**config.mk**
```make
export PLATFORM = sky130hd
export DESIGN_NAME = sfx_tone_gen
export DESIGN_NICKNAME = d
export VERILOG_FILES = /design/src/rtl/sfx_tone_gen.sv
export SDC_FILE = /design/constraint.sdc
export NUM_CORES = 1
export LEC_CHECK = 0
export ABC_AREA = 1
export CAP_MARGIN = 30
export CORE_ASPECT_RATIO = 0.7
export CORE_UTILIZATION = 40
export CTS_BUF_LIST = sky130_fd_sc_hd__clkbuf_4
export CTS_CLUSTER_DIAMETER = 50
export DETAILED_ROUTE_END_ITERATION = 6
export DONT_BUFFER_PORTS = 1
export PLACE_DENSITY = 0.6
export SYNTH_ARGS = -nofsm -noshare
export SYNTH_HDL_FRONTEND = slang
export SYNTH_SLANG_ARGS = --single-unit
```
**constraint.sdc**
```tcl
create_clock -name clk -period 4.2 [get_ports clk]
set_input_delay 0.63 -clock clk [delete_from_list [all_inputs] [get_ports clk]]
set_output_delay 0.63 -clock clk [all_outputs]
set_load 0.05 [all_outputs]
```
**src/rtl/sfx_tone_gen.sv**
```systemverilog
// Square-wave tone generator: Avalon-MM registers program half-period and length in samples, and the output is a continuous sample stream.
// A start or stop changes sample_data one clock after the write; while sample_ready is low the current sample and all counters hold.
module sfx_tone_gen #(
  parameter logic signed [15:0] AMPLITUDE = 16'sd8192,
  parameter int                 SAMPLE_W  = 16
) (
  input  logic                       clk,
  input  logic                       reset,
  input  logic                       chipselect,
  input  logic                       write,
  input  logic [1:0]                 address,
  input  logic [15:0]                writedata,
  output logic [15:0]                readdata,
  output logic signed [SAMPLE_W-1:0] sample_data,
  output logic                       sample_valid,
  input  logic                       sample_ready
);

  localparam logic signed [SAMPLE_W-1:0] AMP_POS = SAMPLE_W'(AMPLITUDE);
  localparam logic signed [SAMPLE_W-1:0] AMP_NEG = -AMP_POS;

  typedef enum logic {
    IDLE = 1'b0,
    PLAY = 1'b1
  } state_t;

  state_t state, state_nxt;

  logic [15:0] half_period;
  logic [15:0] duration;
  logic [15:0] hp_s, hp_nxt;
  logic [15:0] remain, remain_nxt;
  logic [15:0] phase, phase_nxt;
  logic        sign_neg, sign_neg_nxt;
  logic signed [SAMPLE_W-1:0] data_nxt;

  logic reg_wr;
  logic start;
  logic stop;
  logic accept;
  logic busy;

  assign reg_wr = chipselect && write;
  assign start  = reg_wr && (address == 2'd2) && writedata[0];
  assign stop   = reg_wr && (address == 2'd2) && writedata[1];
  assign accept = sample_valid && sample_ready;
  assign busy   = (state == PLAY);

  // Programming registers only take effect when a tone is started.
  always_ff @(posedge clk or posedge reset) begin
    if (reset) begin
      half_period <= 16'd0;
      duration    <= 16'd0;
    end else if (reg_wr) begin
      if (address == 2'd0) half_period <= writedata;
      if (address == 2'd1) duration    <= writedata;
    end
  end

  always_comb begin
    readdata = 16'd0;
    case (address)
      2'd0:    readdata = half_period;
      2'd1:    readdata = duration;
      2'd2:    readdata = 16'd0;
      default: readdata = {15'd0, busy};
    endcase
  end

  always_ff @(posedge clk or posedge reset) begin
    if (reset) state <= IDLE;
    else       state <= state_nxt;
  end

  // Stop outranks start, and start outranks sample acceptance.
  always_comb begin
    state_nxt    = state;
    hp_nxt       = hp_s;
    remain_nxt   = remain;
    phase_nxt    = phase;
    sign_neg_nxt = sign_neg;
    data_nxt     = sample_data;

    if (stop) begin
      state_nxt    = IDLE;
      remain_nxt   = 16'd0;
      phase_nxt    = 16'd0;
      sign_neg_nxt = 1'b0;
      data_nxt     = '0;
    end else if (start && (duration != 16'd0)) begin
      state_nxt    = PLAY;
      hp_nxt       = (half_period == 16'd0) ? 16'd1 : half_period;
      remain_nxt   = duration;
      phase_nxt    = 16'd0;
      sign_neg_nxt = 1'b0;
      data_nxt     = AMP_POS;
    end else if ((state == PLAY) && accept) begin
      remain_nxt = remain - 16'd1;
      if (remain == 16'd1) begin
        state_nxt    = IDLE;
        phase_nxt    = 16'd0;
        sign_neg_nxt = 1'b0;
        data_nxt     = '0;
      end else begin
        if (phase == hp_s - 16'd1) begin
          phase_nxt    = 16'd0;
          sign_neg_nxt = ~sign_neg;
        end else begin
          phase_nxt = phase + 16'd1;
        end
        data_nxt = sign_neg_nxt ? AMP_NEG : AMP_POS;
      end
    end
  end

  always_ff @(posedge clk or posedge reset) begin
    if (reset) begin
      hp_s         <= 16'd0;
      remain       <= 16'd0;
      phase        <= 16'd0;
      sign_neg     <= 1'b0;
      sample_data  <= '0;
      sample_valid <= 1'b0;
    end else begin
      hp_s         <= hp_nxt;
      remain       <= remain_nxt;
      phase        <= phase_nxt;
      sign_neg     <= sign_neg_nxt;
      sample_data  <= data_nxt;
      sample_valid <= 1'b1;
    end
  end

endmodule

```
=== After elaboration in Yosys (flattened, before gate mapping) ===
Index checks and enable logic that the tools add are counted.

* Bits in registers: 99
* Bits in latches: 0
* Bits in writable memories: 0
* Memory bits (read-only): 0
* Bits of input ports: 23
* Output and inout bits: 33
* Logic and storage cells: 62
* Memories: 0

* $add $sub $neg: 3
* $mul: 0
* Div/mod/pow operators: 0
* $lt $le $gt $ge: 0
* Equality and inequality tests: 4
* Shift operators: 0
* Multiplexer cells: 28
* Bitwise gates (word level): 2
* Reduce and logical (&&, ||, !) cells: 16

{| class="wikitable"
|+ Operators with widths
! operator !! count
|-
| 16-bit 2-to-1 mux || 14
|-
| 16-bit one-hot mux with 3 select lines || 1
|-
| 16-bit by 1-bit subtractor with 16-bit output, second input constant || 2
|-
| 16-bit by 1-bit adder with 16-bit output, second input constant || 1
|-
| 16-bit by 1-bit equality test with 1-bit output, second input constant || 1
|-
| 16-bit equality test || 1
|-
| 16-bit logical NOT || 1
|-
| 16-bit nonzero test || 1
|-
| 1-bit 2-to-1 mux || 13
|-
| 2-bit AND reduction || 4
|-
| 1-bit logical AND || 7
|-
| 3-bit nonzero test || 2
|-
| 2-bit by 1-bit equality test with 1-bit output, second input constant || 1
|-
| 2-bit equality test, second input constant || 1
|-
| 2-bit logical NOT || 1
|-
| 1-bit NOT || 2
|}

=== Longest topological paths before layout ===
* Depth after elaboration: 12
* Depth in mapped cells: 15

=== Worst setup path after synthesis ===
No wires, ideal clock.

* Path kind: in2out
* From: input address[0]
* To: output readdata[5]
* Arrival: 1958 ps
* Data required time: 3570 ps
* Path slack: 1612 ps
* Stages: 4
* Path buffers: 0
* Cell sequence: inv_1 nor2_1 inv_1 o21ai_0

* Longest elaborated chain between the ends: 2
* Elaborated cells between the ends (all ways): 4
* Classes of those cells: eq/ne (2); mux (1); reduce/logical (1)

{| class="wikitable"
|+ Ends and longest elaborated chain
! element !! line !! text
|-
| from (decl) || 11 || <nowiki>input logic [1:0] address,</nowiki>
|-
| 2-bit equality test, or another cell as far along || 62 || <nowiki>case (address)</nowiki>
|-
| 16-bit one-hot mux with 3 select lines (*) || 62 ||
|-
| to (decl) || 13 || <nowiki>output logic [15:0] readdata,</nowiki>
|}

Mark *: on every way between the ends. The rest lies on a longest branch, timed or not.

=== Worst setup path in the final report ===
* From: input address[0]
* To: output readdata[10]

The elaborated chain is that of the path after synthesis.

==> flow_metrics.py <==
metrics = {
    "run_status": {
        "status": "complete, no violations",
    },
    "place": {
        "dp_hpwl_um": 9709,
        "port_buffers": 0,
        "dp_worst_setup_slack_ns": 1.536,
        "finalWeightedCongestion": 0.8962,
    },
    "clock_tree": {
        "clk_pin_slew_ns": 0.15,
        "cts.path.max_buffers": 2,
        "cts_sinks": 84,
        "post_cts_buffers": 0,
        "clkLatencyLatePin_ns": 0.46,
        "cts_max_level": 3,
        "cts_tree": "done",
        "clock-root-buffer": "clkbuf_4",
        "cts_resized": 0,
        "cts_buffers": 9,
        "ctsHoldBuffers": 0,
    },
    "layout": {
        "mostFrequentLayoutCells": "162 x nand2_1, 106 x inv_1, 84 x dfrtp_1",
        "final_nets": 718,
        "drive_above_1_share_pct": 8.908,
        "multi_input_area_um2": 2380,
        "final_common_cell": "nand2_1",
        "num_antenna_cells": 0,
        "seq_area_um2": 2102,
        "fillers": 1261,
        "area_delta_synth_final_pct": 5.632,
    },
    "synth": {
        "synth_cell_types": 37,
        "ys_warn_count": 0,
        "synth.avg_cell_area_um2": 7.330,
        "synthesis.area_um2": 5065,
        "synthCells": 691,
        "synth_seq_area_share_pct": 41.50,
        "ys_ff_latch": 84,
    },
    "sta": {
        "max_slew_margin_pct": 29.88,
        "fin_skew_ns": 0.02322,
        "setup_viol": 0,
        "clock.fmax_ghz": 0.3706,
        "rsz0062_at_grt": "false",
        "fin_ws_ns": 1.501,
        "period_share_pct": 64.25,
        "worst_pin_slew_ns": 1.067,
        "finalSetupTns_ns": 0,
        "period_minus_slack_ns": 2.699,
        "hold_violations": 0,
        "finalMaxSlewViolations": 0,
    },
    "worst_setup_path": {
        "r2r-start": "duration[8]",
        "critPathRequiredTime_ns": 3.57,
        "cp.arrival_ns": 2.07,
        "r2r_slack_ns": 1.60,
        "worst-path-max-fanout": 13,
        "startpoint": "address[0]",
        "critPathKind": "in2out",
        "reg2regPathDepth": 11,
        "worstReg2RegEnd": "phase[9]",
        "cp-start-kind": "input pin",
        "critPathCaptureType": "primary output",
    },
    "route": {
        "route.detailed.drc": 0,
        "wl_per_cell_um": 15.20,
        "vias": 4392,
        "final_antenna_net_count": 0,
        "drt_pass1_iterations": 5,
        "drt_iter0_markers": 347,
        "avgViaCountPerCell": 5.149,
        "routed_wl_um": 12970,
    },
    "pwr": {
        "ir_drop_mv": 0.2244,
        "cellPowerDensity_nw_per_um2": 507.3,
        "leakagePower_nw": 2.609,
        "power_mw": 2.714,
    },
    "die": {
        "ios": 56,
        "start_util_pct": 42.15,
        "coreArea_um2": 12020,
        "rows": 33,
        "die_area_um2": 13120,
        "die_h_um": 96.15,
        "die_width_um": 136.5,
    },
    "hold_path": {
        "hold_class": "in2async",
    },
    "grt": {
        "antenna_found_initial": 0,
        "grt_usage_pct": 21.83,
        "grt_pass1_vias": 4028,
        "grt_start_max_net_pins": 53,
        "grt_first_pass_wirelength_um": 21490,
        "grt.overflow.total": 0,
    },
    "job": {
        "cap_violations": 0,
    },
}
==> state kept, by name, summed over array words and instances (netlist names) <==
| signal | count |
|---|---|
| half_period | 16 |
| phase | 16 |
| sample_valid | 1 |
| busy | 1 |
| remain | 16 |
| duration | 16 |
| hp_s | 16 |
| sample_data | 2 |
==> through the flow <==
| stage | utilization [%] | hold WS [ns] | std cells | instance area (um^2) |
|---|---|---|---|---|
| floorplan | - | 0.4530 | 703 | 5110 |
| global route | 44.53 | 0.08072 | 853 | 5350 |
| finish | 44.53 | 0.07689 | 853 | 5350 |
| CTS | 44.47 | 0.09042 | 852 | 5343 |
| global placement | 42.57 | 0.4671 | 827 | 5115 |
| detailed placement | 43.13 | 0.4736 | 836 | 5182 |
==> routing by layer <==
layer	up-vias	GRT usage, %	wire length (um)
met1	2082	33.48	6889
met2	124	29.57	5174
met4	0	5.278	123
met5	-	0	0
li1	2175	-	-
met3	11	5.845	778
==> report_power, final <==
| part | internal [mW] | total (mW) | switching [mW] |
|---|---|---|---|
| registers | 1.00 | 1.26 | 0.258 |
| clock network | 0.198 | 0.536 | 0.338 |
| logic | 0.314 | 0.920 | 0.605 |
==> layout make-up <==
type / count / share of cell area (%)
repair buffers: 12 / 1.684
clock inverters: 7 / 1.731
clock buffers: 9 / 1.263
multi-input cells: 472 / 44.48
inverters: 112 / 7.881
well taps: 157 / 3.672
flip-flops and latches: 84 / 39.29
==> cell families after synthesis <==
logic type      after synthesis  share of synthesized area (%)
simple gates                315                          28.21
compound gates              112                          12.08
other cells                   2                         0.1483
buf+inv                     147                          12.40
fa+ha+maj                     4                         0.9882
xor+xnor                     27                          4.669
flops                        84                          41.50
==> cells in the mapped netlist <==
| library cell | count | share of area (%) |
|---|---|---|
| nor2_2 | 11 | 1.4 |
| and2_1 | 1 | 0.12 |
| inv_2 | 5 | 0.37 |
| o22ai_1 | 22 | 2.7 |
| nor3_2 | 1 | 0.20 |
| a22oi_1 | 1 | 0.15 |
| a31oi_1 | 6 | 0.74 |
| nand3_1 | 26 | 2.6 |
| o21ai_1 | 4 | 0.40 |
| nor4_1 | 9 | 1.1 |
| ha_1 | 4 | 0.99 |
| o211ai_1 | 1 | 0.15 |
| nor2_1 | 64 | 4.7 |
| clkbuf_1 | 13 | 0.96 |
| nand2_4 | 2 | 0.44 |
| nor2_4 | 8 | 1.8 |
| a21oi_4 | 1 | 0.32 |
| conb_1 | 2 | 0.15 |
| buf_4 | 16 | 2.4 |
| xor2_1 | 22 | 3.8 |
| nand2_1 | 162 | 12 |
| inv_1 | 107 | 7.9 |
| dfrtp_1 | 84 | 42 |
| nand2_2 | 1 | 0.12 |
| nor3_1 | 8 | 0.79 |
| or2_2 | 3 | 0.37 |
| xnor2_1 | 5 | 0.86 |
| a21oi_1 | 8 | 0.79 |
| and3_1 | 1 | 0.12 |
| buf_8 | 1 | 0.30 |
| buf_1 | 1 | 0.074 |
| nand4_1 | 16 | 2.0 |
| buf_2 | 3 | 0.30 |
| nand3b_1 | 1 | 0.15 |
| o21ai_0 | 69 | 6.8 |
| nand3_4 | 1 | 0.35 |
| clkbuf_2 | 1 | 0.099 |
==> critical path, cell delays in order <==
cell	delay (ns)
nor2_1	0.24
inv_1	0.30
o22ai_1	0.89
==> worst max path at each step <==
| stage | slack (ns) | cells after the start | to |
|---|---|---|---|
| 2_1_floorplan | 1.40 | 1 | busy |
| 3_3_place_gp | 1.59 | 10 | phase[11] |
| 3_5_place_dp | 1.54 | 3 | readdata[4] |
| 4_1_cts | 1.53 | 3 | readdata[4] |
| 5_1_grt | 1.31 | 11 | phase[6] |
| 6_report | 1.50 | 3 | readdata[10] |
(Power assumes the default switching activity.)
